===== src/rtl/i2s_tx_stream_if.sv =====
// Sample stream interface for i2s_tx_stream.
// Carries one stereo sample pair per valid/ready transfer.
//   in_l / in_r : left/right sample, two's complement, DATA_W bits
//   in_valid    : sample pair valid (source -> transmitter)
//   in_ready    : transmitter holding buffer empty (transmitter -> source)
// Modports: master = audio source, slave = transmitter.
interface i2s_tx_stream_if #(
  parameter int unsigned DATA_W = 16
) ();
  logic [DATA_W-1:0] in_l;
  logic [DATA_W-1:0] in_r;
  logic              in_valid;
  logic              in_ready;

  modport master (output in_l, output in_r, output in_valid, input in_ready);
  modport slave  (input in_l, input in_r, input in_valid, output in_ready);
endinterface


===== src/rtl/i2s_tx_stream.sv =====
// I2S / left-justified audio transmitter.
// A free-running counter generates mclk, sclk and lrclk; one stereo sample pair is serialised
// MSB first per frame. Samples enter a one-deep holding buffer via valid/ready and are moved to
// the active registers at the frame load (counter all-ones).
// Ports:
//   clk, rst_n : system clock, asynchronous active-low reset
//   s_in       : sample stream (slave modport: in_l, in_r, in_valid in; in_ready out)
//   mute       : sampled at frame load; a muted frame sends zero samples
//   mclk, sclk : master and bit clocks (counter taps)
//   lrclk      : 0 = left slot, 1 = right slot
//   sdin       : registered serial data, changes with sclk falling edge
//   underrun   : one-cycle pulse after a frame load that found the holding buffer empty
module i2s_tx_stream #(
  parameter int unsigned DATA_W    = 16,
  parameter int unsigned SLOT_BITS = 16,
  parameter int unsigned MCLK_LOG2 = 2,
  parameter int unsigned SCLK_LOG2 = 4,
  parameter int unsigned LJ_MODE   = 0
) (
  input  logic                  clk,
  input  logic                  rst_n,
  i2s_tx_stream_if.slave        s_in,
  input  logic                  mute,
  output logic                  mclk,
  output logic                  sclk,
  output logic                  lrclk,
  output logic                  sdin,
  output logic                  underrun
);

  localparam int unsigned PW = $clog2(SLOT_BITS);
  localparam int unsigned T  = SCLK_LOG2 + PW + 1;
  localparam logic [DATA_W-1:0] LsbOne = {{(DATA_W-1){1'b0}}, 1'b1};

  logic [T-1:0]      r_cnt;
  logic [DATA_W-1:0] r_hold_l, r_hold_r;
  logic              r_hold_valid;
  logic [DATA_W-1:0] r_act_l, r_act_r;
  logic              r_sdin;
  logic              r_underrun;

  logic [T-1:0]      w_cnt_nxt;
  logic              w_load;
  logic              w_bit_end;
  logic              w_xfer;
  logic [DATA_W-1:0] w_act_l_d, w_act_r_d;
  logic              w_hold_valid_d;
  logic              w_underrun_d;
  logic [PW-1:0]     w_pos;
  logic [31:0]       w_pos32;
  logic              w_rslot;
  logic [DATA_W-1:0] w_word;
  logic [DATA_W-1:0] w_mask;
  logic              w_bit;

  assign w_cnt_nxt = r_cnt + T'(1);
  assign w_load    = &r_cnt;
  assign w_bit_end = &r_cnt[SCLK_LOG2-1:0];

  assign s_in.in_ready = !r_hold_valid;
  assign w_xfer        = s_in.in_valid && !r_hold_valid;

  // Frame load and holding-buffer bookkeeping. A transfer can only happen with the buffer
  // empty, so it never collides with the load emptying it.
  always_comb begin
    w_act_l_d      = r_act_l;
    w_act_r_d      = r_act_r;
    w_hold_valid_d = r_hold_valid;
    w_underrun_d   = 1'b0;
    if (w_load) begin
      if (mute) begin
        w_act_l_d = '0;
        w_act_r_d = '0;
      end else if (r_hold_valid) begin
        w_act_l_d      = r_hold_l;
        w_act_r_d      = r_hold_r;
        w_hold_valid_d = 1'b0;
      end else begin
        w_underrun_d = 1'b1;
      end
    end
    if (w_xfer) begin
      w_hold_valid_d = 1'b1;
    end
  end

  // sdin is computed for the position that starts on the next cycle; the post-load sample
  // values are used so the first bit of a frame already reflects the new sample.
  assign w_pos   = w_cnt_nxt[T-2:SCLK_LOG2];
  assign w_pos32 = 32'(w_pos);
  assign w_rslot = w_cnt_nxt[T-1];
  assign w_word  = w_rslot ? w_act_r_d : w_act_l_d;

  always_comb begin
    w_mask = '0;
    w_bit  = 1'b0;
    if (LJ_MODE != 0) begin
      if (w_pos32 < DATA_W) begin
        w_mask = LsbOne << (DATA_W - 1 - w_pos32);
        w_bit  = |(w_word & w_mask);
      end
    end else begin
      if (w_pos32 == 32'd0) begin
        // I2S delay: slot start carries the previous slot's LSB; at frame start that is the
        // right sample from before the load.
        w_bit = w_rslot ? w_act_l_d[0] : r_act_r[0];
      end else if (w_pos32 <= DATA_W) begin
        w_mask = LsbOne << (DATA_W - w_pos32);
        w_bit  = |(w_word & w_mask);
      end
    end
  end

  always_ff @(posedge clk or negedge rst_n) begin
    if (!rst_n) begin
      r_cnt        <= '0;
      r_hold_l     <= '0;
      r_hold_r     <= '0;
      r_hold_valid <= 1'b0;
      r_act_l      <= '0;
      r_act_r      <= '0;
      r_sdin       <= 1'b0;
      r_underrun   <= 1'b0;
    end else begin
      r_cnt        <= w_cnt_nxt;
      r_hold_valid <= w_hold_valid_d;
      r_act_l      <= w_act_l_d;
      r_act_r      <= w_act_r_d;
      r_underrun   <= w_underrun_d;
      if (w_xfer) begin
        r_hold_l <= s_in.in_l;
        r_hold_r <= s_in.in_r;
      end
      if (w_bit_end) begin
        r_sdin <= w_bit;
      end
    end
  end

  assign mclk     = r_cnt[MCLK_LOG2-1];
  assign sclk     = r_cnt[SCLK_LOG2-1];
  assign lrclk    = r_cnt[T-1];
  assign sdin     = r_sdin;
  assign underrun = r_underrun;

endmodule


===== src/flat_wrapper.sv =====
// flat-port wrapper written by rule: the top's interface ports become plain ports
module i2s_tx_stream_flat 
#(
  parameter int unsigned DATA_W    = 16,
  parameter int unsigned SLOT_BITS = 16,
  parameter int unsigned MCLK_LOG2 = 2,
  parameter int unsigned SCLK_LOG2 = 4,
  parameter int unsigned LJ_MODE   = 0
)
  (clk, rst_n, mute, mclk, sclk, lrclk, sdin, underrun, s_in_in_l, s_in_in_r, s_in_in_valid, s_in_in_ready);
  i2s_tx_stream_if #(.DATA_W(DATA_W)) s_in_i ();
  input  logic clk;
  input  logic rst_n;
  input  logic mute;
  output logic mclk;
  output logic sclk;
  output logic lrclk;
  output logic sdin;
  output logic underrun;
  input wire logic [$bits(s_in_i.in_l)-1:0] s_in_in_l;
  input wire logic [$bits(s_in_i.in_r)-1:0] s_in_in_r;
  input wire logic [$bits(s_in_i.in_valid)-1:0] s_in_in_valid;
  output wire logic [$bits(s_in_i.in_ready)-1:0] s_in_in_ready;
  assign s_in_i.in_l = s_in_in_l;
  assign s_in_i.in_r = s_in_in_r;
  assign s_in_i.in_valid = s_in_in_valid;
  assign s_in_in_ready = s_in_i.in_ready;
  i2s_tx_stream #(.DATA_W(DATA_W), .SLOT_BITS(SLOT_BITS), .MCLK_LOG2(MCLK_LOG2), .SCLK_LOG2(SCLK_LOG2), .LJ_MODE(LJ_MODE)) u_core (.clk(clk), .rst_n(rst_n), .s_in(s_in_i), .mute(mute), .mclk(mclk), .sclk(sclk), .lrclk(lrclk), .sdin(sdin), .underrun(underrun));
endmodule

===== config.mk =====
export PLATFORM = sky130hd
export DESIGN_NAME = i2s_tx_stream_flat
export DESIGN_NICKNAME = d
export VERILOG_FILES = /design/src/rtl/i2s_tx_stream_if.sv /design/src/rtl/i2s_tx_stream.sv /design/src/flat_wrapper.sv
export SDC_FILE = /design/constraint.sdc
export NUM_CORES = 1
export LEC_CHECK = 0
export BUFFER_PORTS_ARGS = -buffer_cell sky130_fd_sc_hd__buf_2
export CAP_MARGIN = 5
export CORE_MARGIN = 1.5
export CORE_UTILIZATION = 55
export CTS_CLUSTER_DIAMETER = 80
export DETAILED_ROUTE_END_ITERATION = 8
export GPL_ROUTABILITY_DRIVEN = 1
export PLACE_DENSITY = 0.72
export SKIP_CTS_REPAIR_TIMING = 1
export SYNTH_ARGS = -nofsm -noshare
export SYNTH_HDL_FRONTEND = slang
export SYNTH_SLANG_ARGS = --single-unit

===== constraint.sdc =====
create_clock -name clk -period 3.31 [get_ports clk]
set_input_delay 0.662 -clock clk [delete_from_list [all_inputs] [get_ports clk]]
set_output_delay 0.662 -clock clk [all_outputs]
set_load 0.005 [all_outputs]

Yosys cells after proc, flatten, opt, wreduce, memory -nomap -nowiden
Index checks and enable logic that the tools add are counted.
- input port bits: 36
- register bits after elaboration: 76
- memories: 0
- output and inout bits: 6
- RAM bits: 0
- bits in latches: 0
- bits in read-only memories: 0
- word-level logic and storage cells: 38
- div/mod/pow operators: 0
- $add $sub $neg: 2
- equal/unequal tests: 1
- multiplexer cells: 16
- multiply operators: 0
- shift-type cells: 1
- magnitude comparators: 1
- bitwise logic cells: 1
- reductions and logical operators: 8
- operators with widths (cell ; number):
    $mux 16 ; 7
    $logic_not 32->1 ; 1
    $shl 1x32->16 const A ; 1
    $and 16x16->16 ; 1
    $reduce_or 16->1 ; 1
    $add 9x1->9 const B ; 1
    $mux 1 ; 9
    $reduce_and 9->1 ; 1
    $sub 5x4->6 const A ; 1
    $le 4x5->1 const B ; 1
    $reduce_and 4->1 ; 1
    $ne 2x1->1 const B ; 1
    $reduce_and 2->1 ; 1
    $reduce_bool 2->1 ; 1
    $logic_and 1x1->1 ; 1
    $logic_not 1->1 ; 1

Logic depth before layout (Yosys ltp)
- depth in word-level cells: 8
- gate-level depth with buffers: 15
- gate-level depth less buffers: 12

Worst setup path before layout
No wires, ideal clock.
- path kind: reg2reg
- from: register u_core.r_cnt[1]
- to: register u_core.r_sdin (netlist: u_core.sdin)
- stages on the path, launching flop included: 16
- arrival: 2.572 ns
- setup time: 0.127 ns
- buffers on the path: 3
- slack: 0.611 ns
- required time: 3.183 ns
- period minus slack after synthesis: 2.699 ns
- path through: dfrtp_1 -> ha_1 -> nand3_2 -> nor2_2 -> and3_1 -> ha_1 -> buf_2 -> and3b_1 -> buf_6 -> buf_6 -> a221oi_2 -> a31oi_2 -> a211oi_1 -> nor3_2 -> a21oi_1 -> a31oi_1
- longest elaborated chain between the ends: 7
- elaborated cells on any way between the ends: 15
- classes of those cells: add/sub: 2; order compare: 1; shift: 1; mux: 6; bitwise: 1; reduce/logical: 4
- RTL lines (what ; RTL line ; RTL):
    from (decl) ; i2s_tx_stream.sv:35 ; logic [T-1:0] r_cnt;
    from (signal assigned) ; i2s_tx_stream.sv:125 ; r_cnt <= w_cnt_nxt;
    $add 9x1->9 / $reduce_and 9->1 (equally long branches) ; i2s_tx_stream.sv:56, i2s_tx_stream.sv:57 ;
    $sub 5x4->6 / $mux 16 (equally long branches) ; i2s_tx_stream.sv:108, i2s_tx_stream.sv:70 ;
    $shl 1x32->16 / $mux 16 (equally long branches) ; i2s_tx_stream.sv:108, i2s_tx_stream.sv:92 ;
    $and 16x16->16 ; i2s_tx_stream.sv:109 ; w_bit = |(w_word & w_mask);
    $reduce_or 16->1 ; i2s_tx_stream.sv:109 ;
    $mux 1 ; i2s_tx_stream.sv:107 ; end else if (w_pos32 <= DATA_W) begin
    $mux 1 ; i2s_tx_stream.sv:103 ; if (w_pos32 == 32'd0) begin
    to (signal assigned) ; i2s_tx_stream.sv:135 ; r_sdin <= w_bit;
    to (decl) ; i2s_tx_stream.sv:39 ; logic r_sdin;
Parallel ways exist; a longest one is shown, timed or not.
A chain may end at the register's enable or synchronous reset.

Final worst setup path
- from: register u_core.r_cnt[0]
- to: register u_core.r_sdin (netlist: u_core.sdin)
- longest elaborated chain between the ends: 7
- elaborated cells on any way between the ends: 15
- classes of those cells: add/sub: 2; order compare: 1; shift: 1; mux: 6; bitwise: 1; reduce/logical: 4
- RTL lines (what ; RTL line ; RTL):
    $reduce_and 9->1 (*) ; i2s_tx_stream.sv:57 ; assign w_load = &r_cnt;
    $mux 16 (*) ; i2s_tx_stream.sv:70 ; if (w_load) begin
    named net u_core.w_act_l_d[0] ; i2s_tx_stream.sv:46 ; logic [DATA_W-1:0] w_act_l_d, w_act_r_d;
    $mux 16 ; i2s_tx_stream.sv:92 ; assign w_word = w_rslot ? w_act_r_d : w_act_l_d;
    $and 16x16->16 ; i2s_tx_stream.sv:109 ;
    $reduce_or 16->1 ; i2s_tx_stream.sv:109 ;
    $mux 1 ; i2s_tx_stream.sv:107 ;
    $mux 1 (*) ; i2s_tx_stream.sv:103 ;
The timed path passes the listed nets; every way through them passes the cells marked *.

==> flow_summary_export.csv <==
group,metric,value,unit
route,viasPerCell,6.07,
cts,cts_root_buf,"clkbuf_8",
sta,min_period,3.09,ns
sta,final-setup-viol-count,0,
route,post_drt_wl_per_cell,17.6,um
setup_path,path_class,"reg2reg",
sta,finClkSkew,0.0150,ns
route,ant_nets,0,
synthesis,synth_fp_nets,320,
setup_path,crit_path_start_kind,"register",
sta,tightestPinTransition,0.945,ns
status,status,"finished, final reports clean",
route,wl,7070,um
setup_path,r2r_cells,11,
power,peakVddDrop,0.352,mV
final_layout,mostFrequentLayoutCells,"dfrtp_1, buf_2, a22o_1, mux2_2, nor2_1",
flow_run,max_cap_violations,0,
synthesis,netlist_area,3530,um^2
sta,maxSlewHeadroom,37.0,%
place,place_hpwl,4750,um
floorplan,io_pins,42,
synthesis,ys_seq_area_share,53.9,%
floorplan,die_area,6910,um^2
global_routing,grt_pass1_vias,2449,
power,power,1.89,mW
route,vias,2439,
final_layout,drive_gt1_share,32.3,%
setup_path,timing.rr.end,"u_core.sdin",
final_layout,antenna_cells,0,
final_layout,area_growth,12.9,%
setup_path,critPathMaxFanout,27,
hold_path,hp-class,"in2async",
setup_path,crit_arrival,3.31,ns
final_layout,multi_input_area,1500,um^2
setup_path,r2r_start,"u_core.r_cnt[0]",
place,place_congestion,0.831,
synthesis,avgSynthCellArea,12.5,um^2
global_routing,grt_pass1_wl,12100,um
synthesis,synth_cell_types,64,
power,power_density,475,nW/um^2
synthesis,ys.flop_type,"dfrtp_1",
sta,hold_viol,0,
synthesis,synth-edff-count,0,
sta,fmax,324,MHz
cts,clock_latency,0.35,ns
synthesis,ys_seq_elements,76,
synthesis,syn_inst,282,
cts,cts.sinks,76,
synthesis,yosysWarningCount,0,
final_layout,seq_area,1900,um^2
power,leakagePower,1.85,nW
floorplan,core_area,6280,um^2
floorplan,initial_utilization,56.2,%
global_routing,grt_max_degree,77,
cts,cts_tree,"built",
floorplan,num_rows,29,
setup_path,r2r_slack,0.22,ns
global_routing,grt-ovfl-total,0,
synthesis,ys_async_sr_fraction,100,%
floorplan,die_height,83.1,um
cts,cts_buffers,9,
route,dr.pass1.iters,4,
global_routing,grt_usage,22.3,%
final_layout,final_common_cell,"dfrtp_1",
setup_path,cp-end-kind,"register",
cts,cts.htree.levels,3,
cts,cts_max_path_buffers,2,
route,drc,0,
sta,fin_tns_setup,0,ns
sta,fin_crit_sh,93.3,%
global_routing,antenna_found_initial,0,
setup_path,crit_required,3.54,ns
final_layout,final_nets,358,
place,io_buffers,41,
floorplan,die_w,83.1,um
sta,drv_slew,0,
route,initialDrtViolationCount,168,
cts,clk_pin_slew,0.09,ns
final_layout,num-fill-cells,505,
sta,rsz0062_at_grt,"false",
cell usage after synthesis, types with 2 or more instances:
master	n	area (um^2)
a22o_1	25	219
dfrtp_1	76	1900
and4b_1	2	20.0
buf_4	2	15.0
clkbuf_1	3	11.3
nand3_1	6	30.0
buf_6	4	45.0
nor2b_1	6	37.5
and2_1	4	25.0
buf_2	7	35.0
o21ai_0	5	25.0
a21oi_1	4	20.0
or2_1	4	25.0
nor2_1	11	41.3
a32oi_1	2	17.5
xor2_1	2	17.5
ha_1	2	25.0
xnor2_1	2	17.5
buf_1	3	11.3
o211ai_1	5	37.5
a211oi_1	5	37.5
mux2_1	10	113
and3_1	3	18.8
mux2_2	25	282
nand3b_1	2	15.0
a31oi_1	2	12.5
o221ai_1	2	17.5
nand3_2	2	20.0
and3b_1	2	17.5
nor3_1	4	20.0
a22oi_1	3	22.5
a211o_1	2	17.5
nand2_1	9	33.8
nor2_2	2	12.5
inv_1	5	18.8
logic make-up after synthesis:
group	Yosys count	synth area share, %
flops	76	53.9
buf+inv	25	3.97
xor+xnor	6	1.91
fa+ha+maj	2	0.709
mux	36	11.4
simple gates	66	11.3
compound gates	71	16.8
registers in the layout, summed over array words and instances (netlist names):
| register | flops |
|---|---|
| u_core.r_hold_l | 16 |
| u_core.underrun | 1 |
| u_core.r_act_l | 16 |
| u_core.r_cnt | 9 |
| u_core.r_act_r | 16 |
| u_core.r_hold_r | 16 |
| u_core.r_hold_valid | 1 |
| u_core.sdin | 1 |
metrics by stage:
| stage | hold slack [ns] | utilization [%] | cell area, um^2 | worst slack (ns) | std cells |
|---|---|---|---|---|---|
| finish | 0.427 | 63.5 | 3990 | 0.222 | 402 |
| global route | 0.515 | 63.5 | 3990 | 0.0424 | 402 |
| floorplan | 0.366 | - | 3530 | 0.611 | 282 |
| detailed placement | 0.476 | 59.9 | 3760 | 0.150 | 386 |
| CTS | 0.481 | 63.4 | 3980 | 0.0996 | 402 |
| global placement | 0.473 | 59.9 | 3760 | 0.242 | 386 |
worst max-delay path by stage:
stage	start	endpoint	slack, ns
floorplan	u_core.r_cnt[1]	u_core.sdin	0.61
global placement	u_core.r_cnt[0]	u_core.sdin	0.24
detailed placement	u_core.r_cnt[0]	u_core.sdin	0.15
CTS	u_core.r_cnt[0]	u_core.sdin	0.1
global route	u_core.r_cnt[1]	u_core.sdin	0.04
finish	u_core.r_cnt[0]	u_core.sdin	0.22
critical path, stage by stage, from the launching register on:
cell	delay (ns)
dfrtp_1	0.43
ha_1	0.31
nand3_2	0.14
nor2_2	0.19
and3_1	0.18
ha_2	0.28
o21ai_4	0.24
a22o_1	0.33
and2_1	0.15
a2111oi_0	0.36
o32a_1	0.27
a31oi_1	0.08
power by group:
part	total [mW]	switching [mW]	internal [mW]
Sequential	1.01	0.0297	0.976
Clock	0.802	0.353	0.448
Combinational	0.0866	0.0382	0.0484
layer usage:
metal / up-vias / track usage, % / share of wire, %
met1: 1240 / 32.3 / 48
met2: 55 / 33.9 / 47
met4: 0 / 6.82 / 1.1
li1: 1137 / - / -
met3: 7 / 4.87 / 3.8
met5: - / 0 / 0
area by class of cell:
class / instances / area share [%]
sequential: 76 / 47.7
timing repair buffer: 46 / 6.15
inverter: 6 / 0.565
clock inverter: 5 / 2.10
tap: 77 / 2.42
multi-input combinational: 181 / 37.5
clock buffer: 11 / 3.55
Note: power is estimated with default switching activity, not from simulation.
